==> config.mk <==
export PLATFORM = sky130hd
export DESIGN_NAME = scpad_dram_req_arbiter
export DESIGN_NICKNAME = d
export VERILOG_FILES = /design/src/rtl/scpad_dram_req_arbiter.sv
export SDC_FILE = /design/constraint.sdc
export NUM_CORES = 1
export LEC_CHECK = 0
export BUFFER_PORTS_ARGS = -buffer_cell sky130_fd_sc_hd__buf_2
export CORE_AREA = 2 2 122 65
export CTS_CLUSTER_SIZE = 28
export DETAILED_ROUTE_END_ITERATION = 8
export DIE_AREA = 0 0 124 67
export GPL_ROUTABILITY_DRIVEN = 0
export PLACE_DENSITY = 0.89
export SETUP_SLACK_MARGIN = 0.15
export SLEW_MARGIN = 20
export SYNTH_ARGS = -nofsm -noshare
export SYNTH_HDL_FRONTEND = slang
export SYNTH_SLANG_ARGS = --single-unit
==> constraint.sdc <==
create_clock -name CLK -period 6.6 [get_ports CLK]
set_input_delay 1.32 -clock CLK [delete_from_list [all_inputs] [get_ports CLK]]
set_output_delay 1.32 -clock CLK [all_outputs]
set_load 0.1 [all_outputs]
==> src/rtl/scpad_dram_req_arbiter.sv <==
// rtl/scpad_dram_req_arbiter.sv - round-robin arbiter splitting scratchpad transfers into DRAM queue beats
module scpad_dram_req_arbiter #(
  parameter int NUM_REQ    = 2,
  parameter int ADDR_W     = 32,
  parameter int ID_W       = 4,
  parameter int BYTES_W    = 7,
  parameter int BEAT_BYTES = 8
) (
  input  logic                       CLK,
  input  logic                       nRST,
  input  logic [NUM_REQ-1:0]         req_valid,
  input  logic [NUM_REQ-1:0]         req_write,
  input  logic [NUM_REQ*ADDR_W-1:0]  req_addr,
  input  logic [NUM_REQ*ID_W-1:0]    req_id,
  input  logic [NUM_REQ*BYTES_W-1:0] req_num_bytes,
  output logic [NUM_REQ-1:0]         req_ready,
  output logic [NUM_REQ-1:0]         req_done,
  output logic                       q_push,
  output logic                       q_write,
  output logic [ADDR_W-1:0]          q_addr,
  output logic [ID_W-1:0]            q_id,
  output logic [2:0]                 q_sub_id,
  output logic [2:0]                 q_num_request,
  output logic [BYTES_W-1:0]         q_num_bytes,
  input  logic                       dram_queue_full,
  input  logic                       be_stall,
  input  logic                       burst_complete,
  output logic                       busy
);

  localparam int PTR_W     = (NUM_REQ > 1) ? $clog2(NUM_REQ) : 1;
  localparam int BEAT_SH   = $clog2(BEAT_BYTES);
  localparam int MAX_BEATS = 8;

  typedef enum logic [1:0] {
    IDLE      = 2'd0,
    ISSUE     = 2'd1,
    WAIT_DONE = 2'd2
  } state_t;

  state_t state, state_nxt;

  // arbitration
  logic [PTR_W-1:0] rr_ptr;
  logic [PTR_W-1:0] owner;
  logic [PTR_W-1:0] grant_idx;
  logic             grant_found;
  logic [PTR_W:0]   scan_idx;

  // fields of the requester currently winning arbitration
  logic               sel_write;
  logic [ADDR_W-1:0]  sel_addr;
  logic [ID_W-1:0]    sel_id;
  logic [BYTES_W-1:0] sel_nb;

  // beat sizing of the winning transfer
  logic [BYTES_W-1:0] nb_eff;
  logic [BYTES_W:0]   beats_raw;
  logic               clamp;
  logic [2:0]         nreq_m1;
  logic [BYTES_W-1:0] last_bytes;

  // latched transfer
  logic               lat_write;
  logic [ADDR_W-1:0]  lat_addr;
  logic [ID_W-1:0]    lat_id;
  logic [2:0]         lat_nreq_m1;
  logic [BYTES_W-1:0] lat_last_bytes;
  logic [2:0]         sub_cnt;

  logic accept;
  logic push_ok;
  logic last_push;
  logic finish;

  // Scan requesters from rr_ptr upward (wrapping) and pick the first valid one
  always_comb begin
    grant_found = 1'b0;
    grant_idx   = '0;
    scan_idx    = '0;
    for (int i = 0; i < NUM_REQ; i++) begin
      scan_idx = {1'b0, rr_ptr} + (PTR_W+1)'(i);
      if (scan_idx >= (PTR_W+1)'(NUM_REQ)) begin
        scan_idx = scan_idx - (PTR_W+1)'(NUM_REQ);
      end
      if (!grant_found && req_valid[scan_idx[PTR_W-1:0]]) begin
        grant_found = 1'b1;
        grant_idx   = scan_idx[PTR_W-1:0];
      end
    end
  end

  // Select the winner's transfer fields out of the flattened request buses
  always_comb begin
    sel_write = 1'b0;
    sel_addr  = '0;
    sel_id    = '0;
    sel_nb    = '0;
    for (int i = 0; i < NUM_REQ; i++) begin
      if (grant_idx == PTR_W'(i)) begin
        sel_write = req_write[i];
        sel_addr  = req_addr[i*ADDR_W +: ADDR_W];
        sel_id    = req_id[i*ID_W +: ID_W];
        sel_nb    = req_num_bytes[i*BYTES_W +: BYTES_W];
      end
    end
  end

  // Beat count and last-beat size; zero-byte transfers move one byte, long ones clamp to 8 full beats
  always_comb begin
    nb_eff     = (sel_nb == '0) ? BYTES_W'(1) : sel_nb;
    beats_raw  = ({1'b0, nb_eff} + (BYTES_W+1)'(BEAT_BYTES - 1)) >> BEAT_SH;
    clamp      = (beats_raw > (BYTES_W+1)'(MAX_BEATS));
    nreq_m1    = clamp ? 3'd7 : 3'(beats_raw - 1'b1);
    last_bytes = clamp ? BYTES_W'(BEAT_BYTES)
                       : nb_eff - (BYTES_W'(nreq_m1) << BEAT_SH);
  end

  assign accept    = (state == IDLE) && grant_found;
  assign push_ok   = (state == ISSUE) && !dram_queue_full && !be_stall;
  assign last_push = push_ok && (sub_cnt == lat_nreq_m1);
  assign finish    = (state == WAIT_DONE) && burst_complete;

  // State register
  always_ff @(posedge CLK or negedge nRST) begin
    if (!nRST) begin
      state <= IDLE;
    end else begin
      state <= state_nxt;
    end
  end

  // Next-state: accept -> issue beats -> wait for the queue to drain the burst
  always_comb begin
    state_nxt = state;
    case (state)
      IDLE:      if (accept)    state_nxt = ISSUE;
      ISSUE:     if (last_push) state_nxt = WAIT_DONE;
      WAIT_DONE: if (finish)    state_nxt = IDLE;
      default:                  state_nxt = IDLE;
    endcase
  end

  // Latch the granted transfer, count pushed beats, rotate priority past the owner on completion
  always_ff @(posedge CLK or negedge nRST) begin
    if (!nRST) begin
      rr_ptr         <= '0;
      owner          <= '0;
      lat_write      <= 1'b0;
      lat_addr       <= '0;
      lat_id         <= '0;
      lat_nreq_m1    <= '0;
      lat_last_bytes <= '0;
      sub_cnt        <= '0;
    end else begin
      if (accept) begin
        owner          <= grant_idx;
        lat_write      <= sel_write;
        lat_addr       <= sel_addr;
        lat_id         <= sel_id;
        lat_nreq_m1    <= nreq_m1;
        lat_last_bytes <= last_bytes;
        sub_cnt        <= '0;
      end else if (push_ok) begin
        sub_cnt <= sub_cnt + 3'd1;
      end
      if (finish) begin
        rr_ptr <= (owner == PTR_W'(NUM_REQ - 1)) ? '0 : owner + 1'b1;
      end
    end
  end

  // Outputs: handshakes and sub-request fields, fields held while a push is suppressed
  always_comb begin
    req_ready     = '0;
    req_done      = '0;
    q_push        = 1'b0;
    q_write       = 1'b0;
    q_addr        = '0;
    q_id          = '0;
    q_sub_id      = '0;
    q_num_request = '0;
    q_num_bytes   = '0;
    busy          = (state != IDLE);
    if (accept && nRST) begin
      req_ready[grant_idx] = 1'b1;
    end
    if (finish) begin
      req_done[owner] = 1'b1;
    end
    if (state == ISSUE) begin
      q_push        = push_ok;
      q_write       = lat_write;
      q_addr        = lat_addr + (ADDR_W'(sub_cnt) << BEAT_SH);
      q_id          = lat_id;
      q_sub_id      = sub_cnt;
      q_num_request = lat_nreq_m1;
      q_num_bytes   = (sub_cnt == lat_nreq_m1) ? lat_last_bytes : BYTES_W'(BEAT_BYTES);
    end
  end

endmodule

### After elaboration in Yosys (flattened, before gate mapping)

Index checks and enable logic that the tools add are counted.

| cells by class | value |
|---|---|
| reduce and logical (&&, ||, !) cells | 17 |
| muxes and demuxes | 38 |
| add/subtract/negate cells | 9 |
| $lt $le $gt $ge | 9 |
| eq/ne operators | 6 |

Operators with widths:

| operator | count |
|---|---|
| 2-to-1 mux 32 bit | 2 |
| 2-to-1 mux 7 bit | 5 |
| adder 32 x 6 -> 32 bit | 1 |
| 2-to-1 mux 1 bit | 16 |
| 2-to-1 mux 3 bit | 5 |
| 2-to-1 mux 2 bit | 5 |
| logical AND 1 bit | 9 |
| adder 7 x 3 -> 8 bit, second input constant | 1 |
| < comparator 1 x 2 -> 1 bit, second input constant | 4 |
| 2-to-1 mux 4 bit | 2 |
| logical NOT 7 bit | 1 |
| subtractor 7 x 6 -> 7 bit | 1 |
| != test 2 bit, second input constant | 3 |
| one-hot mux 2 bit (3 select lines) | 1 |
| > comparator 5 x 4 -> 1 bit, second input constant | 1 |
| nonzero test 2 bit | 2 |
| adder 3 x 1 -> 3 bit, second input constant | 1 |
| == test 3 bit | 1 |
| logical NOT 1 bit | 3 |
| AND reduction 3 bit | 1 |
| subtractor 3 x 1 -> 3 bit, second input constant | 1 |
| adder 1 x 1 -> 2 bit, second input constant | 1 |
| demux 1 bit (select 1 bit) | 2 |
| == test 2 x 1 -> 1 bit, second input constant | 1 |
| 7 further kinds | 9 |

| storage, ports and cells | value |
|---|---|
| word-level logic and storage cells | 88 |
| input port bits | 95 |
| flip-flop bits (word level) | 54 |
| output and inout port bits | 56 |

### Logic depth before layout (Yosys ltp)

Gate-level depths: netlist of the first run.

| logic depth | value |
|---|---|
| word-level depth | 16 |
| depth in mapped cells | 16 |
| depth with buffers taken out | 15 |

### Worst setup path after synthesis of the first run

No wires, ideal clock.

| timing | value |
|---|---|
| path kind | input -> output |
| start | input dram_queue_full |
| end | output q_push |
| buffers on the path | 0 |
| arrival | 3688 ps |
| required time | 5280 ps |
| stages on the path | 1 |
| path slack | 1592 ps |
| path through | nor3_1 |

| between the ends | value |
|---|---|
| longest elaborated chain between the ends | 4 |

Ends and longest elaborated chain:

| what | line | RTL |
|---|---|---|
| start: declaration | 25 | `input logic dram_queue_full,` |
| logical NOT 1 bit | 120 | `assign push_ok = (state == ISSUE) && !dram_queue_full && !be_stall;` |
| logical AND 1 bit (2 in a row) | 120 |  |
| 2-to-1 mux 1 bit | 191 | `if (state == ISSUE) begin` |
| end: declaration | 18 | `output logic q_push,` |

Every way passes these cells.

### Worst setup path in the final report of the first run

| timing | value |
|---|---|
| start | input req_valid[0] |
| end | register lat_last_bytes[5] |

| between the ends | value |
|---|---|
| longest elaborated chain between the ends | 14 |
| elaborated cells between the ends (all ways) | 20 |
| those cells by class | add/sub (3); order compare (1); mux (12); reduce/logical (4) |

Ends and longest elaborated chain:

| what | line | RTL |
|---|---|---|
| start: declaration | 11 | `input logic [NUM_REQ-1:0] req_valid,` |
| 2-to-1 mux 1 bit (implied by the code) (2 in a row) | 86 | `if (!grant_found && req_valid[scan_idx[PTR_W-1:0]]) begin` |
| 2-to-1 mux 1 bit | 86 |  |
| logical NOT 1 bit | 86 |  |
| logical AND 1 bit | 86 |  |
| 2-to-1 mux 1 bit | 86 |  |
| 2-to-1 mux 7 bit | 100 | `if (grant_idx == PTR_W'(i)) begin` |
| logical NOT 7 bit | 111 | `nb_eff = (sel_nb == '0) ? BYTES_W'(1) : sel_nb;` |
| 2-to-1 mux 7 bit | 111 |  |
| adder 7 x 3 -> 8 bit | 112 | `beats_raw = ({1'b0, nb_eff} + (BYTES_W+1)'(BEAT_BYTES - 1)) >> BEAT_SH;` |
| > comparator 5 x 4 -> 1 bit or subtractor 3 x 1 -> 3 bit (tied branches) | 113, 114 |  |
| 2-to-1 mux 3 bit | 114 | `nreq_m1 = clamp ? 3'd7 : 3'(beats_raw - 1'b1);` |
| subtractor 7 x 6 -> 7 bit | 116 | `: nb_eff - (BYTES_W'(nreq_m1) << BEAT_SH);` |
| 2-to-1 mux 7 bit | 115 | `last_bytes = clamp ? BYTES_W'(BEAT_BYTES)` |
| end signal: assignment | 162 | `lat_last_bytes <= last_bytes;` |
| end: declaration | 68 | `logic [BYTES_W-1:0] lat_last_bytes;` |

Several ways; a longest one is shown, not always the timed one. The select of a mux whose other input is x is not followed.
A chain may end at the register's enable or synchronous reset.

==> metrics.md, run 1 <==
| Metric | Value |
|---|---|
| Status | `completed` |
| First-pass GRT wire length | `17,550 um` |
| Port-buffer cells | `150` |
| Horiz. Die Dim | `124 um` |
| Main synth FF type | `dfrtp_1` |
| Cell Area, Synth | `about 3700 um2` |
| CTS Hold Bufs | `0` |
| Ant diodes | `0` |
| Vias in the first global route | `3,561` |
| Initial antenna violation count | `0` |
| Seq/Total Area, Yosys | `0.3612` |
| CTS sink cnt | `54` |
| Clk_skew | `approximately 0.0045 ns` |
| Postcts setup bufs | `0` |
| Die area | `8308 um2` |
| Fillers | `roughly 620` |
| Relative slew slack | `0.3690` |
| Syn nets | `588` |
| Max-Cap Viols | `0` |
| Pin count of the biggest net entering global routing | `83` |
| DR WL/cell | `around 15 um` |
| Core ar. | `between 7000 and 8000 um2` |
| Finish-stage setup viols | `0` |
| Number of synthesized flops with an enable pin | `0` |
| Critical path endpoint category | `flip-flop` |
| Critical path's slowest cell | `nand2_2` |
| Post-route ant nets | `0` |
| Clock Path Buffers | `2` |
| CP Data Arrival Time | `4.91 ns` |
| Aggregate routed wire length | `11,100 um` |
| Initial Util | `0.5227` |
| Crit-path max cell delay | `0.72 ns` |
| First DRT Iteration DRCs | `roughly 300` |
| Fin Setup TNS | `0 ns` |
| Seq cells post-synth | `54` |
| Gate Count Post-Synth | `roughly 480` |
| CP max FO | `50` |
| DRC | `0` |
| Cell row count | `22` |
| Final Hold Vio Count | `0` |
| Crit path kind | `in -> reg` |
| Final HPWL DP | `8512 um` |
| Clock slew at reported path FFs | `about 0.080 ns` |
| Io pins | `~150` |
| Cell Chain, Critical Path | `buf_2 -> nand2b_1 -> nand2_2 -> o21ai_0 -> o21ai_1 -> ha_1 -> nor3b_1 -> o32ai_1 -> a31oi_4 -> a31oi_1 -> o31ai_1 -> fa_1 -> xor2_1 -> o31ai_1` |
| Root buffer cell | `clkbuf_16` |
| Routed via count | `approximately 4,000` |
| CTS buffer count | `5` |
| PostCTS Resize Cnt | `0` |
| R2R setup slack | `roughly 2.5 ns` |
| Tot GR Track Use | `0.2786` |
| Most frequent CP cell | `o31ai_1` |
| Fmax | `~210 MHz` |
| Worst-margin pin slew | `roughly 0.94 ns` |
| Final slew viol count | `0` |
| Syn avg cell area | `roughly 7.7 um2` |
| Grt ovf | `0` |
| Crit path required time | `approximately 6.8 ns` |
| CTS tree | `built` |
| Post-DR vias/cell | `~5.6` |
| Final worst-path cycle share | `0.7140` |
| Startpoint Class | `primary input` |
| Clock H-tree levels | `2` |
| Synth unique cells | `47` |
| Share of cells above drive strength 1 | `0.2862` |
| Synth warn | `0` |
| Min-Delay Path Class | `reg -> reg` |
| RSZ-0062 raised after global routing | `no` |
| Number of iterations in the first detailed-routing pass | `6` |
| Async SR Flop Fraction | `1.000` |
| Clk_lat worst skew | `0.30 ns` |
| Die height | `67 um` |
| P&R area growth vs syn | `27.06%` |
| Final Critical Period | `approximately 4.7 ns` |
| Fin nets | `726` |
-- kinds of logic (layout without fill, tap and decap cells) --
kind of cell / after synthesis / after routing / synth area share
DFF: 54 / 54 / 0.3612
AOI/OAI and AO/OA: 84 / 84 / 0.1482
buffers and inverters: 32 / 171 / 0.03211
adders and majority gates: 10 / 10 / 0.03746
muxes: 3 / 3 / 0.008027
and+or+nand+nor: 267 / 267 / 0.3358
xor gates and xnor gates: 33 / 33 / 0.07726
-- through the flow --
step / instance area, um2 / hold WS [ns] / util / instances / worst slack [ns]
after CTS: 4747 / 0.4842 / 0.6633 / 718 / 1.985
after floorplan: 3741 / 0.4395 / - / 483 / 1.592
after global placement: 4573 / 0.4591 / 0.6390 / 710 / 1.823
after global routing: 4753 / 0.5068 / 0.6642 / 718 / 1.623
final: 4753 / 0.4926 / 0.6642 / 718 / 1.887
after detailed placement: 4573 / 0.4603 / 0.6390 / 710 / 1.662
-- final timing paths --
check	start	end	cells after the start
worst min register to register	lat_last_bytes[6]$_DFFE_PN0P_	lat_last_bytes[6]$_DFFE_PN0P_	2
min in group asynchronous	nRST	lat_addr[0]$_DFFE_PN0P_	2
worst max register to register	rr_ptr$_DFFE_PN0P_	lat_last_bytes[5]$_DFFE_PN0P_	13
max in group asynchronous	nRST	lat_addr[4]$_DFFE_PN0P_	2
worst max-delay path	req_valid[0]	lat_last_bytes[5]$_DFFE_PN0P_	14
worst min-delay path	lat_last_bytes[6]$_DFFE_PN0P_	lat_last_bytes[6]$_DFFE_PN0P_	2
-- state kept, by name (all words and copies together) (netlist names) --
register / count
rr_ptr: 1
lat_write: 1
lat_last_bytes: 7
lat_addr: 32
state: 2
sub_cnt: 3
lat_nreq_m1: 3
lat_id: 4
owner: 1
-- synthesized netlist by cell type, drive strengths merged (2+ instances only) --
cell type / instances / area share
a211oi: 2 / 0.0040
a21o: 2 / 0.0040
a21oi: 11 / 0.015
a31oi: 40 / 0.071
and2: 24 / 0.040
and3: 9 / 0.016
and4: 3 / 0.0077
buf: 2 / 0.0020
clkbuf: 21 / 0.021
dfrtp: 54 / 0.36
fa: 2 / 0.011
ha: 8 / 0.027
inv: 9 / 0.0090
mux2i: 3 / 0.0080
nand2: 105 / 0.11
nand2b: 4 / 0.0067
nand3: 9 / 0.015
nand4: 4 / 0.0067
nand4b: 2 / 0.0087
nor2: 79 / 0.081
nor2b: 5 / 0.0084
nor3: 8 / 0.014
nor3b: 3 / 0.0060
nor4: 4 / 0.0067
o21ai: 13 / 0.017
o311ai: 3 / 0.0070
o31ai: 6 / 0.012
or3: 7 / 0.012
xnor2: 17 / 0.040
xor2: 16 / 0.037
-- final cells by class --
class / count / area [um2] / share of cell area
clock buffer: 5 / 125.1 / 0.02632
clock inverter: 3 / 48.80 / 0.01027
inverter: 9 / 33.78 / 0.007107
multi-input combinational: 397 / 2293 / 0.4825
sequential: 54 / 1351 / 0.2843
tap: 96 / 120.1 / 0.02527
timing repair buffer: 154 / 780.7 / 0.1643
-- critical path, delay by kind of cell --
family | cells | cell delay (ns)
adder cells (fa/ha/maj) | 2 | 0.79
XOR/XNOR | 1 | 0.17
AND/OR/NAND/NOR | 3 | 0.94
AO/OA/AOI/OAI | 7 | 1.57
buffers and inverters | 1 | 0.12
-- placed cells by master (no fill, tap or decap), types with 9 or more instances in the layout --
cell type / instances
buf_2: 150
nand2_1: 104
nor2_1: 75
dfrtp_1: 54
a31oi_1: 39
and2_1: 23
xnor2_1: 17
xor2_1: 16
a21oi_1: 11
o21ai_0: 11
inv_1: 9
-- layer usage --
layer	track usage	vias up	wire length (um)
li1	-	1930	-
met5	0	-	0
met3	0.08733	20	1212
met1	0.4083	1822	5231
met2	0.4018	222	4534
met4	0.05618	0	121
Power of run 1 is left out: the tool's default activity adds up to more than one toggle a clock period on the data nets, which glitch-free logic cannot reach.
==> run 2: changes to the inputs <==
--- a/config.mk
+++ b/config.mk
@@ -6,12 +6,12 @@
 export NUM_CORES = 1
 export LEC_CHECK = 0
 export BUFFER_PORTS_ARGS = -buffer_cell sky130_fd_sc_hd__buf_2
-export CORE_AREA = 2 2 122 65
+export CORE_AREA = 2 2 127 67
 export CTS_CLUSTER_SIZE = 28
 export DETAILED_ROUTE_END_ITERATION = 8
-export DIE_AREA = 0 0 124 67
+export DIE_AREA = 0 0 129 69
 export GPL_ROUTABILITY_DRIVEN = 0
-export PLACE_DENSITY = 0.89
+export PLACE_DENSITY = 0.84
 export SETUP_SLACK_MARGIN = 0.15
 export SLEW_MARGIN = 20
 export SYNTH_ARGS = -nofsm -noshare
==> constraint.sdc (replaced) <==
create_clock -name CLK -period 4.9 [get_ports CLK]
set_input_delay 0.98 -clock CLK [delete_from_list [all_inputs] [get_ports CLK]]
set_output_delay 0.98 -clock CLK [all_outputs]
set_load 0.1 [all_outputs]
==> run 2 against run 1 <==
Compared with the run above: sequential share of layout area is essentially flat; die area rose by 7.1%; utilization decreased by 5.4 points; via count grew 0.70%; largest cell class unchanged.
==> metrics.md, run 2 (synthesized netlist as in run 1, its figures left out) <==
| Metric | Value |
|---|---|
| Status | `completed` |
| Postcts setup bufs | `0` |
| Cell area after layout | `around 4800 um2` |
| Leading cell type in the layout, fill and taps excluded | `buf_2` |
| CTS tree | `built` |
| Hold endpoint | `lat_last_bytes[4]$_DFFE_PN0P_` |
| Port-buffer cells | `150` |
| Post-route ant nets | `0` |
| Horiz. Die Dim | `around 130 um` |
| Most frequent cells in the layout | `buf_2, nand2_1, nor2_1, dfrtp_1, a31oi_1` |
| Final slew viol count | `0` |
| Core ar. | `between 7000 and 8000 um2` |
| Fillers | `707` |
| Routed via count | `~4,000` |
| Final HPWL DP | `roughly 8700 um` |
| Critical path endpoint category | `flip-flop` |
| R2R Path End | `lat_last_bytes[5]$_DFFE_PN0P_` |
| Fin Setup TNS | `0 ns` |
| P&R area growth vs syn | `27.12%` |
| Hold Path Origin | `lat_last_bytes[4]$_DFFE_PN0P_` |
| Relative slew slack | `0.3138` |
| Clk_lat worst skew | `0.29 ns` |
| Critical path's slowest cell | `or4_1` |
| CP max FO | `10` |
| Fmax | `between 200 and 250 MHz` |
| Critical path buffer and inverter count | `1` |
| CP Data Arrival Time | `approximately 4.5 ns` |
| CTS Hold Bufs | `0` |
| DR WL/cell | `between 15 and 20 um` |
| Crit path required time | `roughly 5.1 ns` |
| Reg2reg path depth | `13` |
| Hold-critical path depth | `2` |
| Ant diodes | `0` |
| Post-DR vias/cell | `5.472` |
| Max-Cap Viols | `0` |
| WP depth | `14` |
| Largest regs | `lat_addr (32), lat_last_bytes (7), lat_id (4)` |
| First-pass GRT wire length | `around 18,000 um` |
| DRC | `0` |
| Root buffer cell | `clkbuf_16` |
| Initial Util | `0.4797` |
| Initial antenna violation count | `0` |
| Fin nets | `approximately 730` |
| Min-Delay Path Class | `reg -> reg` |
| Crit-path max cell delay | `approximately 0.6 ns` |
| Tot GR Track Use | `0.2590` |
| Final Hold Vio Count | `0` |
| RSZ-0062 raised after global routing | `no` |
| Reg-to-Reg Start | `rr_ptr$_DFFE_PN0P_` |
| Die height | `between 60 and 70 um` |
| Top delay family on crit path | `compound AO/OA/AOI/OAI gates` |
| CTS buffer count | `5` |
| Startpoint Class | `primary input` |
| Cell Chain, Critical Path | `buf_2 -> or4_1 -> nand2_1 -> xnor2_1 -> o21ai_0 -> o21ai_1 -> ha_1 -> nor3b_1 -> o32ai_1 -> a31oi_4 -> a31oi_1 -> o31ai_1 -> fa_1 -> o31ai_1` |
| Pin count of the biggest net entering global routing | `83` |
| Worst-margin pin slew | `1.027 ns` |
| Grt ovf | `0` |
| Most frequent CP cell | `o31ai_1` |
| Number of iterations in the first detailed-routing pass | `5` |
| Max reg flops | `32` |
| First DRT Iteration DRCs | `between 400 and 500` |
| Final Critical Period | `4.293 ns` |
| Finish-stage setup viols | `0` |
| Share of cells above drive strength 1 | `0.2857` |
| Clock H-tree levels | `2` |
| CTS sink cnt | `54` |
| Final worst-path cycle share | `0.8762` |
| Aggregate routed wire length | `11,540 um` |
| Placement-stage cell area | `~4600 um2` |
| Crit path kind | `in -> reg` |
| Cell row count | `23` |
| R2R setup slack | `1.13 ns` |
| Clock Path Buffers | `2` |
| Die area | `~9000 um2` |
| Clk_skew | `between 0.006 and 0.007 ns` |
| Io pins | `between 150 and 200` |
| Clock slew at reported path FFs | `around 0.07 ns` |
| PostCTS Resize Cnt | `0` |
| Top reg by flops | `lat_addr` |
| Vias in the first global route | `~3,700` |
run 2: changes by cell type in the layout (fill, tap and decap cells not counted):
| cell | change |
|---|---|
| bufinv_16 | -1 |
| nor2b_2 | -1 |
| clkinv_2 | +1 |
| inv_8 | -1 |
| buf_4 | +1 |
| nor2b_1 | +1 |
| clkbuf_8 | +1 |
run 2: worst max path at each step:
stage               slack [ns]                       endpoint              startpoint
finish                    0.61  lat_last_bytes[4]$_DFFE_PN0P_       req_num_bytes[10]
floorplan                 0.48                      q_addr[6]  sub_cnt[1]$_DFFE_PN0P_
global placement          0.59  lat_last_bytes[4]$_DFFE_PN0P_       req_num_bytes[10]
CTS                       0.71  lat_last_bytes[4]$_DFFE_PN0P_       req_num_bytes[10]
global route              0.46  lat_last_bytes[4]$_DFFE_PN0P_       req_num_bytes[10]
detailed placement        0.40  lat_last_bytes[4]$_DFFE_PN0P_       req_num_bytes[10]
run 2: layout make-up:
cell class	instances	area (um2)	share of cell area
clock inverter	2	12.51	0.002631
clock buffer	6	138.9	0.02920
inverter	9	33.78	0.007103
timing repair buffer	155	788.3	0.1657
sequential	54	1351	0.2841
tap	112	140.1	0.02947
multi-input combinational	397	2291	0.4817
run 2: per-layer routing:
layer	routed length, um	up-vias	global-route usage	part of all wire
met1	5468	1861	0.3770	0.47
met3	1011	19	0.06289	0.088
met5	0	-	0	0
met4	99	0	0.04589	0.0086
li1	-	1937	-	-
met2	4961	205	0.3962	0.43
run 2: metrics by stage:
stage                     setup WS [ns]  instances  hold WS, ns  utilization
after floorplan                  0.4849        483       0.4395            -
after global placement           0.5857        727       0.4796       0.5899
after detailed placement         0.3973        727       0.4673       0.5899
after CTS                        0.7093        735       0.4844       0.6093
after global routing             0.4588        735       0.5211       0.6098
final                            0.6068        735       0.4830       0.6098
run 2: worst register-to-register path, cell delays in order, from the launching register on:
cell and delay, ns:
dfrtp_1 0.44, nor2b_1 0.38, nor2_4 0.04, or3_1 0.40, o21ai_1 0.25, ha_1 0.35
nor3b_1 0.10, o32ai_1 0.40, a31oi_4 0.13, a31oi_1 0.26, o31ai_1 0.12, fa_1 0.43
xor2_1 0.17, o31ai_1 0.20
Power of run 2 is left out for the same reason.
==> run 3: changes to the inputs <==
--- a/config.mk
+++ b/config.mk
@@ -6,12 +6,12 @@
 export NUM_CORES = 1
 export LEC_CHECK = 0
 export BUFFER_PORTS_ARGS = -buffer_cell sky130_fd_sc_hd__buf_2
-export CORE_AREA = 2 2 127 67
+export CORE_AREA = 2 2 108 79
 export CTS_CLUSTER_SIZE = 28
 export DETAILED_ROUTE_END_ITERATION = 8
-export DIE_AREA = 0 0 129 69
+export DIE_AREA = 0 0 110 81
 export GPL_ROUTABILITY_DRIVEN = 0
-export PLACE_DENSITY = 0.84
+export PLACE_DENSITY = 0.83
 export SETUP_SLACK_MARGIN = 0.15
 export SLEW_MARGIN = 20
 export SYNTH_ARGS = -nofsm -noshare
==> run 3 against run 2 <==
Compared with the run above: fmax increased by 2.9%; worst setup slack improved by 0.12 ns; clock-buffer cell count unchanged; routed wire length decreased by 6.1%; non-clock buffer count unchanged; critical path type unchanged; highest routed layer unchanged.
==> metrics.md, run 3 (synthesized netlist as in run 1, its figures left out) <==
| Metric | Value |
|---|---|
| Status | `completed` |
| CTS sink cnt | `54` |
| CP Data Arrival Time | `between 4 and 5 ns` |
| Min-Delay Path Class | `reg -> reg` |
| Final worst-path cycle share | `0.8512` |
| Root buffer cell | `clkbuf_8` |
| Postcts setup bufs | `0` |
| Grt ovf | `0` |
| Clock Path Buffers | `2` |
| Critical path endpoint category | `flip-flop` |
| Share of cells above drive strength 1 | `0.2830` |
| Finish-stage setup viols | `0` |
| Fin Setup TNS | `0 ns` |
| CTS Hold Bufs | `0` |
| Final slew viol count | `0` |
| Io pins | `~150` |
| Fillers | `746` |
| Crit path kind | `in -> reg` |
| PostCTS Resize Cnt | `0` |
| Vias in the first global route | `3,640` |
| Most frequent CP cell | `o31ai_1` |
| CTS tree | `built` |
| Final Hold Vio Count | `0` |
| DR WL/cell | `roughly 15 um` |
| Routed via count | `between 3,000 and 4,000` |
| Reg area | `~1400 um2` |
| Leading cell type in the layout, fill and taps excluded | `buf_2` |
| First-pass GRT wire length | `17,210 um` |
| Initial antenna violation count | `0` |
| Reg2reg path depth | `13` |
| Cell Chain, Critical Path | `buf_2 -> or4_1 -> nand2_1 -> xnor2_1 -> o21ai_0 -> o21ai_1 -> ha_1 -> nor3b_1 -> o32ai_1 -> a31oi_4 -> a31oi_1 -> o31ai_1 -> fa_1 -> o31ai_1` |
| Aggregate routed wire length | `roughly 11,000 um` |
| Clock slew at reported path FFs | `about 0.10 ns` |
| Crit path required time | `between 5 and 6 ns` |
| Horiz. Die Dim | `approximately 110 um` |
| Critical path's slowest cell | `or4_1` |
| DRC | `0` |
| Clk_lat worst skew | `about 0.3 ns` |
| Max-Cap Viols | `0` |
| Pin count of the biggest net entering global routing | `between 80 and 90` |
| Startpoint Class | `primary input` |
| Die height | `81 um` |
| Relative slew slack | `0.3461` |
| Max reg flops | `32` |
| Worst-margin pin slew | `0.9788 ns` |
| Ant diodes | `0` |
| Hold-critical path depth | `2` |
| Number of iterations in the first detailed-routing pass | `5` |
| Cell row count | `28` |
| RSZ-0062 raised after global routing | `no` |
| Tot GR Track Use | `0.2451` |
| Die area | `just under 9000 um2` |
| Most frequent cells in the layout | `buf_2, nand2_1, nor2_1, dfrtp_1, a31oi_1` |
| Initial Util | `0.4663` |
| Core ar. | `~8000 um2` |
| Post-route ant nets | `0` |
| Post-DR vias/cell | `between 5 and 6` |
| Footprint of the multi-input gates | `approximately 2300 um2` |
| P&R area growth vs syn | `24.98%` |
| Final Critical Period | `between 4 and 5 ns` |
| First DRT Iteration DRCs | `237` |
| Clock H-tree levels | `2` |
| Port-buffer cells | `150` |
| Fmax | `approximately 240 MHz` |
| Fin nets | `slightly above 700` |
| Crit-path max cell delay | `a little under 0.6 ns` |
| Clk_skew | `approximately 0.016 ns` |
| Top reg by flops | `lat_addr` |
| CTS buffer count | `5` |
| Largest regs | `lat_addr (32), lat_last_bytes (7), lat_id (4)` |
| CP max FO | `10` |
| Final HPWL DP | `around 8200 um` |
==> run 3: cell type report <==
| class | instances | share of cell area |
|---|---|---|
| Multi-Input combinational cell | 397 | 0.4900 |
| Clock inverter | 1 | 0.001606 |
| Sequential cell | 54 | 0.2890 |
| Tap cell | 105 | 0.02810 |
| Inverter | 9 | 0.007225 |
| Clock buffer | 6 | 0.01552 |
| Timing Repair Buffer | 155 | 0.1686 |
==> run 3: routing by layer <==
metal / part of all wire / GRT usage
met2: 0.45 / 0.3969
met3: 0.074 / 0.03050
met4: 0.013 / 0.06076
met1: 0.46 / 0.3495
met5: 0 / 0
==> run 3: worst paths after layout <==
kind / startpoint / end / slack, ns
max: req_num_bytes[10] / lat_last_bytes[4]$_DFFE_PN0P_ / 0.73
min: lat_last_bytes[6]$_DFFE_PN0P_ / lat_last_bytes[6]$_DFFE_PN0P_ / 0.49
max reg2reg: rr_ptr$_DFFE_PN0P_ / lat_last_bytes[5]$_DFFE_PN0P_ / 1.18
min reg2reg: lat_last_bytes[6]$_DFFE_PN0P_ / lat_last_bytes[6]$_DFFE_PN0P_ / 0.49
max in group asynchronous: nRST / lat_nreq_m1[2]$_DFFE_PN0P_ / 3.44
min in group asynchronous: nRST / lat_addr[29]$_DFFE_PN0P_ / 0.62
==> run 3: metrics by stage <==
step | instance area (um2) | instances | utilization | worst slack, ns | hold WS (ns)
floorplan | 3741 | 483 | - | 0.4849 | 0.4395
global placement | 4592 | 720 | 0.5724 | 0.6126 | 0.4642
global route | 4676 | 727 | 0.5828 | 0.4744 | 0.5178
detailed placement | 4592 | 720 | 0.5724 | 0.4454 | 0.4671
finish | 4676 | 727 | 0.5828 | 0.7290 | 0.4944
CTS | 4672 | 727 | 0.5823 | 0.7691 | 0.4899
==> run 3: worst max-delay path: cells and delay by family <==
family / cells / cell delay [ns]
fa+ha+maj: 2 / 0.76
xor+xnor: 1 / 0.07
simple gates: 3 / 0.96
compound gates: 7 / 1.45
buf+inv: 1 / 0.13
Power of run 3 is left out for the same reason.
